$ cat config.mk
export PLATFORM = sky130hd
export DESIGN_NAME = queue_occupancy_counter
export DESIGN_NICKNAME = d
export VERILOG_FILES = /design/src/rtl/queue_occupancy_counter.sv
export SDC_FILE = /design/constraint.sdc
export NUM_CORES = 1
export LEC_CHECK = 0
export BUFFER_PORTS_ARGS = -buffer_cell sky130_fd_sc_hd__clkbuf_2
export CAP_MARGIN = 20
export CORE_ASPECT_RATIO = 1.4
export CORE_MARGIN = 1
export CORE_UTILIZATION = 45
export CTS_BUF_LIST = sky130_fd_sc_hd__clkbuf_8
export CTS_CLUSTER_DIAMETER = 60
export DETAILED_ROUTE_END_ITERATION = 12
export PLACE_DENSITY_LB_ADDON = 0.2
export SLEW_MARGIN = 25
export SYNTH_ARGS = -nofsm -noshare
export SYNTH_HDL_FRONTEND = slang
export SYNTH_SLANG_ARGS = --single-unit
$ cat constraint.sdc
create_clock -name clk -period 3 [get_ports clk]
set_input_delay 0.3 -clock clk [delete_from_list [all_inputs] [get_ports clk]]
set_output_delay 0.3 -clock clk [all_outputs]
set_load 0.1 [all_outputs]
$ cat src/rtl/queue_occupancy_counter.sv
// Queue occupancy counter: synchronises and debounces the entry/exit sensors, turns rising
// edges into events and keeps a saturating occupancy, sticky error flags and a served total.
module queue_occupancy_counter #(
    parameter int unsigned N           = 3,
    parameter int unsigned MAX_COUNT   = 7,
    parameter int unsigned AFULL_LEVEL = 6,
    parameter int unsigned DB_CYCLES   = 4,
    parameter int unsigned SERVED_W    = 16
) (
    input  logic                clk,
    input  logic                rst,
    input  logic                sensor_a,
    input  logic                sensor_b,
    input  logic                clr_err,
    output logic [N-1:0]        pcount,
    output logic                full,
    output logic                empty,
    output logic                almost_full,
    output logic                entry_pulse,
    output logic                exit_pulse,
    output logic                reject_err,
    output logic                underflow_err,
    output logic [SERVED_W-1:0] served_cnt
);

    localparam int unsigned    CntW     = (DB_CYCLES > 1) ? $clog2(DB_CYCLES) : 1;
    localparam logic [CntW-1:0] CntLast = CntW'(DB_CYCLES - 1);
    localparam logic [N-1:0]    MaxCnt  = N'(MAX_COUNT);
    localparam logic [N-1:0]    AfLvl   = N'(AFULL_LEVEL);

    // Bit 0 is the entry sensor path, bit 1 the exit sensor path.
    logic [1:0]      sync1_q, s2_q, filt_q, filt_dly_q;
    logic [CntW-1:0] db_cnt_q [2];
    logic [1:0]      rise;

    logic [N-1:0]        pcount_d;
    logic [SERVED_W-1:0] served_d;
    logic                rej_set, und_set;

    always_ff @(posedge clk) begin
        if (rst) begin
            sync1_q    <= '0;
            s2_q       <= '0;
            filt_q     <= '0;
            filt_dly_q <= '0;
            for (int i = 0; i < 2; i++) db_cnt_q[i] <= '0;
        end else begin
            sync1_q    <= {sensor_b, sensor_a};
            s2_q       <= sync1_q;
            filt_dly_q <= filt_q;
            for (int i = 0; i < 2; i++) begin
                if (s2_q[i] == filt_q[i]) begin
                    db_cnt_q[i] <= '0;
                end else if (db_cnt_q[i] == CntLast) begin
                    filt_q[i]   <= s2_q[i];
                    db_cnt_q[i] <= '0;
                end else begin
                    db_cnt_q[i] <= db_cnt_q[i] + 1'b1;
                end
            end
        end
    end

    assign rise = filt_q & ~filt_dly_q;

    always_comb begin
        pcount_d = pcount;
        served_d = served_cnt;
        rej_set  = 1'b0;
        und_set  = 1'b0;
        case (rise)
            2'b11: served_d = served_cnt + 1'b1;  // simultaneous: occupancy unchanged
            2'b01: begin
                if (pcount < MaxCnt) pcount_d = pcount + 1'b1;
                else                 rej_set  = 1'b1;
            end
            2'b10: begin
                if (pcount != '0) begin
                    pcount_d = pcount - 1'b1;
                    served_d = served_cnt + 1'b1;
                end else begin
                    und_set = 1'b1;
                end
            end
            default: ;
        endcase
    end

    always_ff @(posedge clk) begin
        if (rst) begin
            pcount        <= '0;
            served_cnt    <= '0;
            entry_pulse   <= 1'b0;
            exit_pulse    <= 1'b0;
            reject_err    <= 1'b0;
            underflow_err <= 1'b0;
        end else begin
            pcount        <= pcount_d;
            served_cnt    <= served_d;
            entry_pulse   <= rise[0];
            exit_pulse    <= rise[1];
            // A new error outranks a simultaneous clear.
            reject_err    <= rej_set | (reject_err & ~clr_err);
            underflow_err <= und_set | (underflow_err & ~clr_err);
        end
    end

    assign full        = (pcount == MaxCnt);
    assign empty       = (pcount == '0);
    assign almost_full = (pcount >= AfLvl);

endmodule

== Word-level counts from Yosys, hierarchy flattened ==
Memories as Yosys holds them, arrays and structs flattened.
Cells that the tools add are included.

* Register bits after elaboration: 31
* Memory bits (writable): 4
* Word-level logic and storage cells: 91
* Memories: 1

* Add/sub/neg operators: 5
* Magnitude comparators: 2
* Equal/unequal tests: 10
* Mux-type cells: 39
* Bitwise logic cells: 15
* Reductions and logical operators: 8

{| class="wikitable"
|+ Memories
! memory !! words !! width !! rd ports !! clocked after Yosys merged registers in !! wr ports !! line !! RTL
|-
| db_cnt_q || 2 || 2 || 2 || 0 || 2 || 33 || <nowiki>logic [CntW-1:0] db_cnt_q [2];</nowiki>
|}

{| class="wikitable"
|+ Operator list
! kind !! count
|-
| $pmux W16 S2 || 1
|-
| $mux W1 || 28
|-
| $add A16 B1 Y16 const B || 1
|-
| $mux W16 || 1
|-
| $mux W2 || 6
|-
| $eq A2 B2 Y1 const B || 4
|-
| $or A1 B1 Y1 || 8
|-
| $mux W3 || 2
|-
| $pmux W3 S2 || 1
|-
| $reduce_and A2 Y1 || 3
|-
| $add A2 B1 Y2 const B || 2
|-
| $ne A2 B2 Y1 const B || 2
|-
| $reduce_bool A2 Y1 || 2
|-
| $add A3 B1 Y3 const B || 1
|-
| $eq A3 B3 Y1 const B || 1
|-
| $ge A3 B3 Y1 const B || 1
|-
| $logic_not A3 Y1 || 1
|-
| $lt A3 B3 Y1 const B || 1
|-
| $not A1 Y1 || 3
|-
| $reduce_and A3 Y1 || 1
|-
| $reduce_bool A3 Y1 || 1
|-
| $sub A3 B1 Y3 const B || 1
|-
| $and A1 B1 Y1 || 2
|-
| $and A2 B2 Y2 || 1
|-
| other kinds (3) || 4
|}

== Longest topological paths before layout ==
* Depth in word-level cells: 7
* Gate-level depth with buffers: 9

== Worst setup path after synthesis ==
OpenSTA, ideal clock, no wires.

* Path kind: reg2out
* From: register pcount[1]
* To: output port empty
* Arrival time: 2.932 ns
* Data required time: 2.700 ns
* Slack: -0.232 ns
* Stages on the path, launching flop included: 2
* Buffers on the path: 0
* Path through: dfxtp_1 nor3_1

* Cells in the longest elaborated chain, start to end: 1

{| class="wikitable"
|+ Ends and longest elaborated chain
! element !! line !! RTL
|-
| start, declared || 15 || <nowiki>output logic [N-1:0] pcount,</nowiki>
|-
| start signal, assigned || 98 || <nowiki>pcount <= pcount_d;</nowiki>
|-
| $logic_not A3 Y1 || 109 || <nowiki>assign empty = (pcount == '0);</nowiki>
|-
| end, declared || 17 || <nowiki>output logic empty,</nowiki>
|}

No other way between the ends.

== Final worst setup path ==
* From: register filt_q[0]
* To: register served_cnt[9]

* Cells in the longest elaborated chain, start to end: 4
* Elaborated cells between the ends (all ways): 7
* Classes of those cells: 3 x eq/ne; 1 x mux; 1 x bitwise; 2 x reduce/logical

{| class="wikitable"
|+ Ends and longest elaborated chain
! element !! line !! RTL
|-
| start, declared || 32 || <nowiki>logic [1:0] sync1_q, s2_q, filt_q, filt_dly_q;</nowiki>
|-
| start signal, assigned by index || 55 || <nowiki>filt_q[i] <= s2_q[i];</nowiki>
|-
| $and A2 B2 Y2 (*) || 64 || <nowiki>assign rise = filt_q & ~filt_dly_q;</nowiki>
|-
| $eq A2 B2 Y1 || 71 || <nowiki>case (rise)</nowiki>
|-
| $ne A2 B2 Y1 (no line) / $reduce_bool A2 Y1 (equally long branches) || -- ||
|-
| $reduce_and A2 Y1 (no line) || -- ||
|-
| end signal, assigned || 99 || <nowiki>served_cnt <= served_d;</nowiki>
|-
| end, declared || 23 || <nowiki>output logic [SERVED_W-1:0] served_cnt</nowiki>
|}

Mark *: on every way between the ends. The rest lies on a longest branch, timed or not.
A chain may end at the register's enable or synchronous reset.

==> summary.txt <==
Status
  • Status: finished, final reports clean

Floorplan
  • # rows: 25
  • Core footprint: ~3400 um^2
  • Num ports: 31
  • Die Y: 72.2 um
  • Die W: between 50 and 60 um
  • Die area: approximately 3800 um^2
  • Initial Utilization: about 47%

Pwr
  • Max VDD drop: 290 uV
  • Clk pwr share: 37.2%
  • Logic pwr share: 4.9%
  • Net Sw Power: around 190 uW
  • Switch share: a little under a quarter
  • Internal power: ~650 uW
  • Sequential power share: between 50% and 60%
  • Leakage: about 0.76 nW
  • Pwr dens: between 400 and 500 nW/um^2

Global route
  • Vias in the first global route: between 1,000 and 1,500
  • First-pass GRT wire length: ~5000 um
  • All-Layer GR Usage: ~18%
  • Initial antenna violation count: 0
  • GR Overflow Total: 0
  • Largest net degree at the start of global routing: 37

Clock network
  • Clock transition at path regs: 0.07 ns
  • Clk_lat worst skew: ~0.28 ns
  • Resize count post-CTS: 0
  • Post-CTS setup buffers: 0
  • Hold buffers post-CTS: 0
  • Sink Count: 35
  • Number of buffers created by CTS: 5
  • TritonCTS clock tree: yes
  • Maximum buffer depth of the clock tree: 2
  • CTS Root Cell: clkbuf_8
  • H-tree depth: 2

Layout
  • Fin nets: ~210
  • Share of layout cells above drive strength 1: 22.2%
  • Diode count: 0
  • Synth-to-layout area growth: 17.5%
  • Final core utilization: about 55%

Yosys
  • Sequential fraction of the synthesis area: between 40% and 50%
  • Number of synthesized register bits: 35
  • Async set or reset register ratio after synthesis: 0%
  • Post-Syn Instances: roughly 170
  • Synthesized area per cell: roughly 9.5 um^2
  • Post-synth top flop: dfxtp_1
  • Mapped Area: 1580 um^2
  • EDFF count, synth: 4
  • Distinct cells, synth: 34
  • Ys Warns: 0

Critical path
  • Worst setup path start: filt_q[0]
  • Crit Reg-Reg Startpoint: filt_q[0]
  • Startpoint Class: flop
  • WP data required: approximately 3.2 ns
  • Kind of critical path: flop to flop
  • Worst-path maximum fanout: 18
  • CP Data Arrival Time: roughly 2.4 ns
  • Setup crit end kind: flop

Placement
  • Routability cong.: between 0.7 and 0.8
  • HPWL after DPL: 2170 um
  • IO Port Bufs: 30

STA
  • Setup-failing EPs final: 0
  • FMAX: between 0.4 and 0.5 GHz
  • Setup TNS: 0 ns
  • Slew headroom: between 40% and 50%
  • Final period util: between 70 and 80%
  • Worst slew pin tran: 0.784 ns
  • Minimum clock period: about 2.2 ns
  • Max-slew violation count: 0
  • Final Hold Violating Endpoints: 0
  • RSZ-0062 raised after global routing: no
  • Worst clock skew: ~0.0026 ns

Detailed routing
  • Drt drc: 0
  • Wire length on met1: about 1300 um
  • Routed Antenna Nets: 0
  • DR top layer: met4
  • Met2 WL post-DR: around 1500 um
  • Drt first pass iters: 4
  • WL met3: approximately 110 um
  • WL final: 2910 um
  • Drt initial violations: 20
  • Vias/cell: roughly 5.2
  • Via count: roughly 1,300
  • DR WL/cell: 12.0 um

Run
  • Maxcap violations: 0

Worst hold path
  • Worst min-delay path class: primary input to flop
  • Hold Path Origin: sensor_b
## cell type report
cell class	count	area (um^2)
clock buffer	5	68.8
clock inverter	3	12.5
fill	322	1520
inverter	9	33.8
multi-input combinational	121	805
sequential	35	741
tap	40	50.0
timing repair buffer	30	150
## registers in the layout, summed over array words and instances (netlist names), 2 cells and up
| name | count |
|---|---|
| db_cnt_q | 4 |
| pcount | 3 |
| filt_dly_q | 2 |
| sync1_q | 2 |
| filt_q | 2 |
| s2_q | 2 |
| served_cnt | 16 |
## Yosys cell counts, types with 3 or more instances
master | instances | area [um^2]
nor2_1 | 26 | 97.6
o21ai_0 | 7 | 35.0
dfxtp_1 | 31 | 621
ha_1 | 6 | 75.1
mux2_2 | 3 | 33.8
nor3_1 | 3 | 15.0
nor2b_1 | 9 | 56.3
nand3_1 | 3 | 15.0
or3_1 | 7 | 43.8
inv_1 | 9 | 33.8
nor4b_1 | 4 | 35.0
nand2_1 | 6 | 22.5
clkbuf_1 | 4 | 15.0
a21oi_1 | 8 | 40.0
nor4_1 | 5 | 31.3
xnor2_1 | 9 | 78.8
edfxtp_1 | 4 | 120
## cells in the final DEF (no fill, tap or decap)
master,Yosys,layout
a211oi_1,2,2
a21oi_1,8,8
and2_1,1,1
and3_1,1,1
and4_1,2,2
clkbuf_2,0,30
clkbuf_8,0,5
clkinv_2,0,1
conb_1,1,4
dfxtp_1,31,31
edfxtp_1,4,4
fa_1,1,1
ha_1,6,6
inv_1,9,11
mux2_2,3,3
mux2i_1,2,2
nand2_1,6,6
nand2b_1,2,2
nand3_1,3,3
nand4_1,2,2
nand4_2,1,1
nor2_1,26,26
nor2b_1,9,9
nor3_1,3,2
nor3_2,0,1
nor4_1,5,5
nor4b_1,4,4
nor4b_4,1,1
o21ai_0,7,7
o21ai_2,1,1
o21ba_1,1,1
o31a_1,1,1
or3_1,7,7
or4_4,2,2
xnor2_1,9,9
xor2_1,1,1
## critical path, cell delays in order (launching register included)
cell	delay, ns
dfxtp_1	0.39
nand2b_1	0.11
ha_1	0.29
nor4b_4	0.22
or4_4	0.60
or3_1	0.32
a21oi_1	0.17
## power groups by stage
stage               clock network [mW]  registers (mW)  logic [mW]
floorplan                            0           0.502      0.0257
global placement                     0           0.494      0.0405
detailed placement                   0           0.495      0.0414
CTS                              0.319           0.484      0.0414
global route                     0.343           0.485      0.0447
finish                           0.312           0.484      0.0408
## per-stage QoR
| stage | power, mW | cells | hold slack [ns] | area, um^2 | worst slack (ns) |
|---|---|---|---|---|---|
| global placement | 0.535 | 235 | 0.426 | 1780 | 0.892 |
| CTS | 0.845 | 243 | 0.229 | 1860 | 0.796 |
| finish | 0.837 | 243 | 0.233 | 1860 | 0.809 |
| floorplan | 0.528 | 170 | 0.414 | 1600 | 0.598 |
| detailed placement | 0.536 | 235 | 0.430 | 1780 | 0.814 |
| global route | 0.873 | 243 | 0.255 | 1860 | 0.585 |
## routing by layer
layer / global-route usage (%) / vias to the layer above
li1: - / 645
met1: 20.6 / 594
met2: 29.6 / 24
met3: 5.66 / 5
met4: 7.21 / 0
met5: 0 / -
## logic make-up (layout without fill, tap and decap cells)
family                   count (synthesis)  in the layout  share of synthesized area [%]
flip-flops                              35             35                           46.8
multiplexers                             5              5                           3.40
AND/OR/NAND/NOR                         75             75                           27.2
XOR/XNOR                                10             10                           5.53
other                                    1              4                          0.237
buffers and inverters                   14             47                           3.40
AO/OA/AOI/OAI                           20             20                           7.43
adder cells (fa/ha/maj)                  7              7                           6.01
## final timing paths
| kind | slack, ns | depth (start not counted) | to |
|---|---|---|---|
| worst min-delay path | 0.23 | 2 | sync1_q[1] |
| worst max-delay path | 0.81 | 6 | served_cnt[9] |
| worst min register to register | 0.44 | 1 | s2_q[1] |
| worst max register to register | 0.81 | 6 | served_cnt[9] |
(Power assumes the default switching activity.)
